[src/rtl/fwd_scoreboard.sv]
// Register-forwarding scoreboard: DEPTH-slot shift queue of in-flight writes, youngest-match forwarding.
// Forward/stall are combinational (0 cycles); retire is registered 1 cycle after ejection; hold_out freezes the queue.
module fwd_scoreboard #(
  parameter int DATA_W      = 16,
  parameter int REG_W       = 3,
  parameter int DEPTH       = 6,
  parameter int RD_PORTS    = 2,
  parameter int ZERO_REG_EN = 0,
  localparam int SLOT_W     = $clog2(DEPTH) + 1
) (
  input  logic                         clk_in,
  input  logic                         rst_n_in,
  input  logic                         advance_in,
  input  logic                         flush_in,
  input  logic                         issue_valid_in,
  input  logic                         issue_write_in,
  input  logic [REG_W-1:0]             issue_num_in,
  input  logic                         res_valid_in,
  input  logic [SLOT_W-1:0]            res_slot_in,
  input  logic [DATA_W-1:0]            res_data_in,
  input  logic [RD_PORTS*REG_W-1:0]    rd_num_in,
  input  logic [RD_PORTS*DATA_W-1:0]   rd_reg_data_in,
  output logic [RD_PORTS*DATA_W-1:0]   rd_data_out,
  output logic [RD_PORTS-1:0]          rd_stall_out,
  output logic                         hold_out,
  output logic                         retire_valid_out,
  output logic [REG_W-1:0]             retire_num_out,
  output logic [DATA_W-1:0]            retire_data_out
);

  logic [DEPTH:1]    r_vld;
  logic [DEPTH:1]    r_wr;
  logic [DEPTH:1]    r_rdy;
  logic [REG_W-1:0]  r_num [1:DEPTH];
  logic [DATA_W-1:0] r_dat [1:DEPTH];

  logic              r_ret_vld;
  logic [REG_W-1:0]  r_ret_num;
  logic [DATA_W-1:0] r_ret_dat;

  logic [DEPTH:1]    w_hit;
  logic              w_hold;
  logic              w_shift;

  // A result only counts when it targets a live, writing slot.
  always_comb begin
    w_hit = '0;
    for (int k = 1; k <= DEPTH; k++) begin
      w_hit[k] = res_valid_in && (res_slot_in == SLOT_W'(k)) && r_vld[k] && r_wr[k];
    end
  end

  assign w_hold  = r_vld[DEPTH] & r_wr[DEPTH] & ~r_rdy[DEPTH] &
                   ~(res_valid_in && (res_slot_in == SLOT_W'(DEPTH)));
  assign w_shift = advance_in & ~w_hold & ~flush_in;

  always_ff @(posedge clk_in or negedge rst_n_in) begin
    if (!rst_n_in) begin
      r_vld     <= '0;
      r_wr      <= '0;
      r_rdy     <= '0;
      for (int k = 1; k <= DEPTH; k++) begin
        r_num[k] <= '0;
        r_dat[k] <= '0;
      end
      r_ret_vld <= 1'b0;
      r_ret_num <= '0;
      r_ret_dat <= '0;
    end else if (flush_in) begin
      r_vld     <= '0;
      r_rdy     <= '0;
      r_ret_vld <= 1'b0;
    end else if (w_shift) begin
      // Captures ride along with the shift into position k+1.
      for (int k = DEPTH; k >= 2; k--) begin
        r_vld[k] <= r_vld[k-1];
        r_wr[k]  <= r_wr[k-1];
        r_num[k] <= r_num[k-1];
        r_rdy[k] <= r_rdy[k-1] | w_hit[k-1];
        r_dat[k] <= w_hit[k-1] ? res_data_in : r_dat[k-1];
      end
      r_vld[1]  <= issue_valid_in;
      r_wr[1]   <= issue_write_in;
      r_num[1]  <= issue_num_in;
      r_rdy[1]  <= 1'b0;
      r_dat[1]  <= '0;
      r_ret_vld <= r_vld[DEPTH] & r_wr[DEPTH];
      if (r_vld[DEPTH] && r_wr[DEPTH]) begin
        r_ret_num <= r_num[DEPTH];
        r_ret_dat <= w_hit[DEPTH] ? res_data_in : r_dat[DEPTH];
      end
    end else begin
      for (int k = 1; k <= DEPTH; k++) begin
        if (w_hit[k]) begin
          r_rdy[k] <= 1'b1;
          r_dat[k] <= res_data_in;
        end
      end
      r_ret_vld <= 1'b0;
    end
  end

  for (genvar p = 0; p < RD_PORTS; p++) begin : g_port
    logic [REG_W-1:0]  w_num;
    logic              w_found;
    logic              w_stall;
    logic [DATA_W-1:0] w_dat;

    assign w_num = rd_num_in[p*REG_W +: REG_W];

    // Scan youngest first; the first match owns the result.
    always_comb begin
      w_found = 1'b0;
      w_stall = 1'b0;
      w_dat   = rd_reg_data_in[p*DATA_W +: DATA_W];
      for (int k = 1; k <= DEPTH; k++) begin
        if (!w_found && r_vld[k] && r_wr[k] && (r_num[k] == w_num) &&
            !((ZERO_REG_EN != 0) && (w_num == '0))) begin
          w_found = 1'b1;
          if (w_hit[k])      w_dat   = res_data_in;
          else if (r_rdy[k]) w_dat   = r_dat[k];
          else               w_stall = 1'b1;
        end
      end
    end

    assign rd_data_out[p*DATA_W +: DATA_W] = w_dat;
    assign rd_stall_out[p]                 = w_stall;
  end

  assign hold_out         = w_hold;
  assign retire_valid_out = r_ret_vld;
  assign retire_num_out   = r_ret_num;
  assign retire_data_out  = r_ret_dat;

endmodule

[config.mk]
export PLATFORM = sky130hd
export DESIGN_NAME = fwd_scoreboard
export DESIGN_NICKNAME = d
export VERILOG_FILES = /design/src/rtl/fwd_scoreboard.sv
export SDC_FILE = /design/constraint.sdc
export NUM_CORES = 1
export LEC_CHECK = 0
export BUFFER_PORTS_ARGS = -buffer_cell sky130_fd_sc_hd__buf_2
export CAP_MARGIN = 25
export CELL_PAD_IN_SITES_DETAIL_PLACEMENT = 1
export CELL_PAD_IN_SITES_GLOBAL_PLACEMENT = 1
export CORE_MARGIN = 4
export CORE_UTILIZATION = 40
export DETAILED_ROUTE_END_ITERATION = 8
export GPL_TIMING_DRIVEN = 1
export PLACE_DENSITY_LB_ADDON = 0.1
export SLEW_MARGIN = 20
export SYNTH_ARGS = -nofsm -noshare
export SYNTH_HDL_FRONTEND = slang
export SYNTH_SLANG_ARGS = --single-unit
[constraint.sdc]
create_clock -name clk_in -period 3.4 [get_ports clk_in]
set_input_delay 0.68 -clock clk_in [delete_from_list [all_inputs] [get_ports clk_in]]
set_output_delay 0.68 -clock clk_in [all_outputs]
set_load 0.01 [all_outputs]
### After elaboration in Yosys (flattened, before gate mapping)

Index checks and enable logic that the tools add are counted.

* multipliers: 0
* multiplexer cells: 99
* add/sub/neg operators: 0
* bitwise logic cells: 14
* reduce and logical (&&, ||, !) cells: 71
* divide/modulo/power cells: 0
* shifts and indexed selects: 0
* equality and inequality tests: 18
* $lt $le $gt $ge: 0

Operator list (number)
* two-way mux 16 bit: 42
* two-way mux 96 bit: 1
* logical AND 1 bit: 52
* two-way mux 1 bit: 52
* == test 3 bit: 12
* two-way mux 6 bit: 4
* nonzero test 3 bit: 6
* == test 4 x 3 -> 1 bit (second input constant): 3
* zero test 1 bit: 10
* == test 4 x 2 -> 1 bit (second input constant): 2
* bitwise AND 1 bit: 5
* OR 1 bit: 5
* == test 4 x 1 -> 1 bit (second input constant): 1
* NOT 1 bit: 4
* AND reduction 3 bit: 1
* AND reduction 2 bit: 1
* nonzero test 2 bit: 1

* ROM bits: 0
* memories: 0
* output and inout port bits: 55
* register bits: 152
* bits of input ports: 68
* bits in writable memories: 0
* bits in latches: 0

### Logic depth before layout (Yosys ltp)

Gate-level depths: netlist of the first run.

* word-level depth: 28
* mapped depth: 10
* depth with buffers taken out: 6

### Worst setup path before layout of the first run

No wires, ideal clock.

* path type: input port to output port
* from: input rd_num_in[1]
* to: output rd_data_out[5]
* path slack: 181 ps
* stages on the path: 9
* required time: 2720 ps
* arrival time: 2539 ps
* cells stage by stage: buf_2 xor2_1 or4_4 and3_1 buf_6 buf_6 a211oi_1 o311ai_1 a31oi_1

* cells in the longest elaborated chain, start to end: 28
* elaborated cells between the ends (all ways): 48

Ends and longest elaborated chain
* start, declared: RTL line 21 `input logic [RD_PORTS*REG_W-1:0] rd_num_in,`
* == test 3 bit: RTL line 117 `if (!w_found && r_vld[k] && r_wr[k] && (r_num[k] == w_num) &&`
* logical AND 1 bit: RTL line 117
* two-way mux 1 bit: RTL line 117
* zero test 1 bit: RTL line 117
* logical AND 1 bit (3 in a row): RTL line 117
* two-way mux 1 bit: RTL line 117
* zero test 1 bit: RTL line 117
* logical AND 1 bit (3 in a row): RTL line 117
* [2 not listed]
* logical AND 1 bit (3 in a row): RTL line 117
* two-way mux 1 bit: RTL line 117
* zero test 1 bit: RTL line 117
* logical AND 1 bit (3 in a row): RTL line 117
* two-way mux 1 bit: RTL line 117
* zero test 1 bit: RTL line 117
* logical AND 1 bit (3 in a row): RTL line 117
* two-way mux 16 bit (*): RTL line 117
* end, declared: RTL line 23 `output logic [RD_PORTS*DATA_W-1:0] rd_data_out,`

Mark *: on every way between the ends. The rest lies on a longest branch, timed or not.

### Final worst setup path of the first run

* from: input rd_num_in[5]
* to: output rd_data_out[30]

The elaborated chain is that of the path after synthesis.

==> impl_metrics.yaml, run 1 <==
sta:
  timing.hold.ws_ns: 0.2804
  setup_viol: 32
  report.final.hold_viol_count: 0
  period_utilization_post_route_pct: 106.7
  post-route-min-period_ns: 3.628
  slew_headroom_pct: 49.59
  achievable-frequency_mhz: 275.7
  worst_clock_skew_ns: 0.01302
  max_slew.worst_pin.slew_ns: 0.7562
  timing.final.max_slew_violations: 0
  unrepaired_setup_endpoints_after_global_routing: "true"
  post-route-worst-setup-slack_ns: -0.2276
setup_path:
  r2r_end: "r_dat[63]"
  cp_num_cells: 12
  worstSetupEndpoint: "rd_data_out[30]"
  cpMaxStageDelayCell: "and4_1"
  cp_num_buf_inv: 6
  crit_path_most_repeated_cell: "buf_4"
  startpoint: "rd_num_in[5]"
  critPathMaxStageDelay_ns: 0.32
  critPathArrivalTime_ns: 2.95
  r2r.worst_path.cells: 6
  path_cells: "buf_4, buf_4, xnor2_1, and4_1, buf_4, nor4b_4, buf_4, and2_4, buf_16, or3_1, o211ai_1, buf_2"
  critPathCaptureType: "output port"
  required_ns: 2.72
  critical_path.reg2reg.startpoint: "r_rdy[6]"
  setup.reg_to_reg.worst_slack_ns: 0.96
  critical_path.max_fanout: 7
  setup.worst_path.class: "in -> out"
  critical_path.startpoint_type: "primary input"
  crit_family: "buffers and inverters"
routing:
  vias_per_cell: 5.991
  vias: 11156
  detail-route-antenna-nets: 0
  detail_route.iter0.violations: 921
  drt_pre_antenna_iters: 5
  detail_route.drc_violations: 0
  wl_um: 45170
  route.detailed.wl_per_inst_um: 24.26
clock_network:
  tritoncts_clock_tree: "built"
  tritoncts.num_buffers: 17
  clkSlewWorstSetupHoldPaths_ns: 0.07
  buffer_cell_driving_the_clock_tree_root: "clkbuf_16"
  cts_num_sinks: 152
  worst_skew_pair.late_latency_ns: 0.43
  cts.hold.buffers_added: 0
  clockBufferDepth: 2
  cts_max_level: 4
floorplan:
  die_w_um: 168.8
  io-pin-count: 123
  die-area_sq_mm: 0.02849
  die_y_um: 168.8
  core.rowCount: 58
  floorplan.initialDensity_pct: 40.83
  core_sq_mm: 0.02533
place:
  gpl.final_weighted_congestion: 0.9036
  place_inst: 1782
  detailed_place_hpwl_um: 29200
  place_area_sq_mm: 0.01269
  post_place_worst_slack_ns: -0.4658
  buffer_ports.inserted: 122
layout:
  multiInputGateArea_sq_mm: 0.007188
  postLayoutCoreUtil_pct: 58.93
  fin_nets: 1587
  fillerInstances: 2921
  antenna_cells: 0
  stdcell_area_sq_mm: 0.01492
  final_layout_size_suffix_gt1_share_pct: 40.67
  area_growth_syn_to_layout_pct: 44.34
  area.sequential_sq_mm: 0.003807
  layoutNonFillerInstCount: 1862
synth:
  syn_nets: 1307
  synth_top_area_share_pct: 36.79
  ys_ff_latch: 152
  synthFlopType: "dfrtp_1"
  share_of_flip_flops_with_an_asynchronous_set_or_reset_pct: 100.0
  synth-seq-area-share_pct: 36.79
  ys_top_cells_by_count: "nand2_1, dfrtp_1, o21ai_0, mux2i_1, clkbuf_1"
  yosys-top-cells-area: "dfrtp_1, nand2_1, mux2i_1, o21ai_0, mux2_2"
  synth_edf_count: 0
  synthDominantAreaCellType: "dfrtp_1"
  synth_area_sq_mm: 0.01034
  synthMostInstantiatedCell: "nand2_1"
  syn_avg_cell_area_sq_um: 8.345
  post_synth_inst_count: 1239
  post_synth_num_cell_types: 53
  synth_warnings: 0
power_and_ir_drop:
  power.static_leakage_nw: 6.480
  vdd.ir_drop.worst_uv: 295.4
  power_density_of_the_placed_cells_mw_per_mm2: 381.1
global_route:
  grt_start_max_net_pins: 92
  grt.overflow.total: 0
  grt_pass1_wl_um: 65070
  initial_antenna_violation_count: 0
  first_global_vias: 11050
  grt.total_usage_pct: 28.99
status:
  result_of_the_run: "finished with violations"
  violations: "setup timing"
flow_run:
  timing.max_cap.violations: 0
worst_hold_path:
  hold_path.class: "in -> async"
per-layer routing:
layer	vias up	share of wire, %	GRT usage, %
met5	-	0	0
met4	0	1.8	6.175
met3	71	6.7	4.437
met2	441	46	44.56
met1	5644	46	43.33
li1	5000	-	-
placed cells by master (no fill, tap or decap), types with 7 or more instances in the layout:
cell type | netlist | routed
a31oi_4 | 0 | 9
xor2_1 | 18 | 16
o311ai_2 | 0 | 19
xnor2_1 | 18 | 18
nor2_1 | 65 | 62
a21oi_1 | 58 | 53
a31oi_1 | 33 | 11
clkbuf_16 | 0 | 17
nor3_1 | 10 | 8
mux2_2 | 57 | 57
a31oi_2 | 0 | 13
a211oi_4 | 0 | 11
buf_2 | 19 | 114
mux2i_1 | 77 | 56
a22o_1 | 32 | 32
nand2_1 | 284 | 269
buf_6 | 8 | 31
buf_4 | 8 | 202
mux2i_4 | 0 | 14
o31ai_1 | 19 | 18
mux2i_2 | 0 | 7
nand2_2 | 0 | 10
a211oi_1 | 37 | 8
o21ai_0 | 149 | 149
buf_12 | 0 | 18
a211oi_2 | 0 | 18
dfrtp_1 | 152 | 149
power by group:
| part | switching, mW | total [mW] | internal [mW] |
|---|---|---|---|
| registers | 0.240 | 2.29 | 2.05 |
| clock network | 0.908 | 1.97 | 1.07 |
| logic | 0.779 | 1.42 | 0.640 |
| total | 1.93 | 5.69 | 3.76 |
state kept, by name, indices dropped and copies added, names as in the netlist:
name / count
r_dat: 96
r_num: 18
retire_data_out: 16
r_rdy: 6
r_vld: 6
r_wr: 6
retire_num_out: 3
retire_valid_out: 1
cell type report:
cell class	instances	share of cell area, %
multi-input combinational	972	48.16
clock inverter	13	0.8803
clock buffer	19	3.035
timing repair buffer	370	19.49
inverter	6	0.1509
sequential	152	25.51
tap	330	2.767
worst min-delay path by stage:
stage / from / endpoint / slack, ns
final: rst_n_in / retire_data_out[9] / 0.28
after global routing: rst_n_in / retire_data_out[9] / 0.34
after CTS: rst_n_in / retire_data_out[9] / 0.32
after detailed placement: r_dat[36] / r_dat[36] / 0.47
after global placement: r_dat[36] / r_dat[36] / 0.46
after floorplan: rst_n_in / r_dat[0] / 0.38
stage by stage:
stage               total power [mW]  setup TNS [ns]
detailed placement             3.539          -8.146
floorplan                      2.957               0
CTS                            5.566          -3.033
global route                   5.950          -7.042
finish                         5.688          -4.264
global placement               3.469          -7.007
cell families (layout without fill, tap and decap cells):
kind of cell           after synthesis  in the layout  synth area share (%)
multiplexers                       134            134                 13.66
AND/OR/NAND/NOR                    425            426                 18.51
flip-flops                         152            152                 36.79
AO/OA/AOI/OAI                      376            376                 22.66
XOR/XNOR                            36             36                 3.049
buffers and inverters              116            408                 5.324
repair_timing:
action	4_1_cts	5_1_grt
setup endpoints to repair	32	33
gates resized for setup	151	98
pin swaps	37	44
setup buffers	24	21
gates cloned	5	2
worst reg2reg max path, stage by stage (launching register included):
cell	delay [ns]
dfrtp_1	0.39
inv_1	0.21
o2111a_1	0.34
nand2b_4	0.46
buf_4	0.48
o21ai_0	0.16
o21ai_0	0.27
No activity file was read; power rests on OpenSTA's default activity.
==> run 2, diff against run 1 <==
REMOVE_ABC_BUFFERS = 1   (was unset)
==> impl_metrics.yaml, run 2 (synthesized netlist as in run 1, its figures left out) <==
global_route:
  initial_antenna_violation_count: 2
  grt_pass1_wl_um: 67060
  first_global_vias: 11481
  grt.overflow.total: 0
  grt_start_max_net_pins: 117
  grt.total_usage_pct: 30.23
place:
  gpl.final_weighted_congestion: 0.8706
  post_place_worst_slack_ns: -0.2019
  buffer_ports.inserted: 122
  place_inst: 1764
  detailed_place_hpwl_um: 29050
worst_hold_path:
  hold_path.class: "in -> async"
floorplan:
  die_y_um: 168.8
  core_sq_mm: 0.02533
  die-area_sq_mm: 0.02849
  io-pin-count: 123
  die_w_um: 168.8
  core.rowCount: 58
  floorplan.initialDensity_pct: 40.83
layout:
  fillerInstances: 2951
  mostFrequentLayoutCell: "nand2_1"
  most-common-layout-cells: "nand2_1, buf_4, o21ai_0"
  max_flop_register: "r_dat"
  largest_register_ff_count: 96
  final_layout_size_suffix_gt1_share_pct: 37.27
  fin_nets: 1544
  area_growth_syn_to_layout_pct: 39.15
  layoutNonFillerInstCount: 1821
setup_path:
  setup.worst_path.class: "reg -> out"
  crit_family: "simple AND/OR/NAND/NOR gates"
  cpMaxStageDelayCell: "or4_4"
  path_cells: "xor2_2, or4_4, nand4_4, nor3_4, buf_6, or3_1, o211ai_1, buf_2"
  critical_path.startpoint_type: "flip-flop"
  critPathMaxStageDelay_ns: 0.61
  critPathCaptureType: "output port"
  critical_path.max_fanout: 5
  cp_num_buf_inv: 2
  critPathArrivalTime_ns: 2.89
  required_ns: 2.72
power_and_ir_drop:
  fin_total_pwr_mw: 5.699
  power_density_of_the_placed_cells_mw_per_mm2: 396.1
  power.static_leakage_nw: 6.233
  vdd.ir_drop.worst_uv: 250.4
clock_network:
  cts.hold.buffers_added: 0
  clockBufferDepth: 2
  worst_skew_pair.late_latency_ns: 0.45
  tritoncts_clock_tree: "built"
  cts_max_level: 4
  clkSlewWorstSetupHoldPaths_ns: 0.07
  cts_num_sinks: 152
  buffer_cell_driving_the_clock_tree_root: "clkbuf_16"
  tritoncts.num_buffers: 17
sta:
  timing.hold.ws_ns: 0.1770
  timing.final.max_slew_violations: 0
  achievable-frequency_mhz: 279.8
  setup_viol: 27
  period_utilization_post_route_pct: 105.1
  worst_clock_skew_ns: 0.02009
  report.final.hold_viol_count: 0
  slew_headroom_pct: 58.13
  max_slew.worst_pin.slew_ns: 0.6280
  post-route-worst-setup-slack_ns: -0.1740
  post-route-min-period_ns: 3.574
  unrepaired_setup_endpoints_after_global_routing: "true"
routing:
  detail-route-antenna-nets: 0
  route.detailed.wl_per_inst_um: 24.21
  detail_route.drc_violations: 0
  vias_per_cell: 5.986
  detail_route.iter0.violations: 738
  wl_um: 44090
  vias: 10901
  drt_pre_antenna_iters: 5
flow_run:
  timing.max_cap.violations: 0
status:
  result_of_the_run: "finished with violations"
  violations: "setup timing"
-- run 2: changes by cell type in the layout (fill, tap and decap cells not counted), sizes merged --
cell      previous run  this run
buf                370       328
clkinv               1         4
clkinvlp             5         2
bufinv               1         3
diode                0         2
inv                 12        10
and3                 4         3
-- run 2: area by class of cell --
| cell class | instances | area (sq um) | area share, % |
|---|---|---|---|
| multi-input combinational | 971 | 6875 | 47.79 |
| sequential | 152 | 3809 | 26.47 |
| timing repair buffer | 328 | 2653 | 18.44 |
| clock buffer | 19 | 442.9 | 3.079 |
| tap | 330 | 412.9 | 2.870 |
| clock inverter | 13 | 167.7 | 1.165 |
| inverter | 6 | 22.52 | 0.1565 |
| antenna | 2 | 5.005 | 0.03479 |
-- run 2: power breakdown --
part           total, mW  leakage (nW)  switching, mW  internal, mW
combinational       1.34          4.01          0.701         0.637
clock               2.06         0.295          0.875          1.18
sequential          2.30          1.93          0.245          2.06
-- run 2: timing repair --
action,4_1_cts,5_1_grt
pin swaps,56,38
setup buffers,17,4
gates cloned,3,0
resized for setup,99,98
endpoints found under the setup margin,32,33
-- run 2: stage by stage --
step / setup TNS (ns) / cell area (sq um) / utilization [%]
finish: -1.603 / 14390 / 56.81
floorplan: -193.98 / 9812 / -
detailed placement: -3.306 / 12610 / 49.79
global placement: -3.501 / 12610 / 49.79
CTS: -1.089 / 13820 / 54.58
global route: -4.248 / 14390 / 56.81
-- run 2: path summary, 6_finish.rpt --
| path | cells past startpoint | start | to | slack [ns] |
|---|---|---|---|---|
| max | 8 | r_num[17] | rd_data_out[14] | -0.17 |
| min | 1 | rst_n_in | retire_data_out[5] | 0.18 |
| max reg2reg | 10 | r_wr[1] | r_dat[70] | 1.24 |
| min reg2reg | 2 | r_dat[51] | r_dat[51] | 0.48 |
| max in group asynchronous | 2 | rst_n_in | retire_data_out[7] | 2.38 |
| min in group clk_in | 2 | issue_num_in[1] | r_num[16] | 0.47 |
-- run 2: metal layers --
metal	vias to the layer above	GRT usage [%]	part of all wire [%]
met1	5538	39.81	42
met5	-	0	0
met2	351	50.84	49
met4	0	11.22	3.4
met3	100	4.110	5.1
li1	4912	-	-
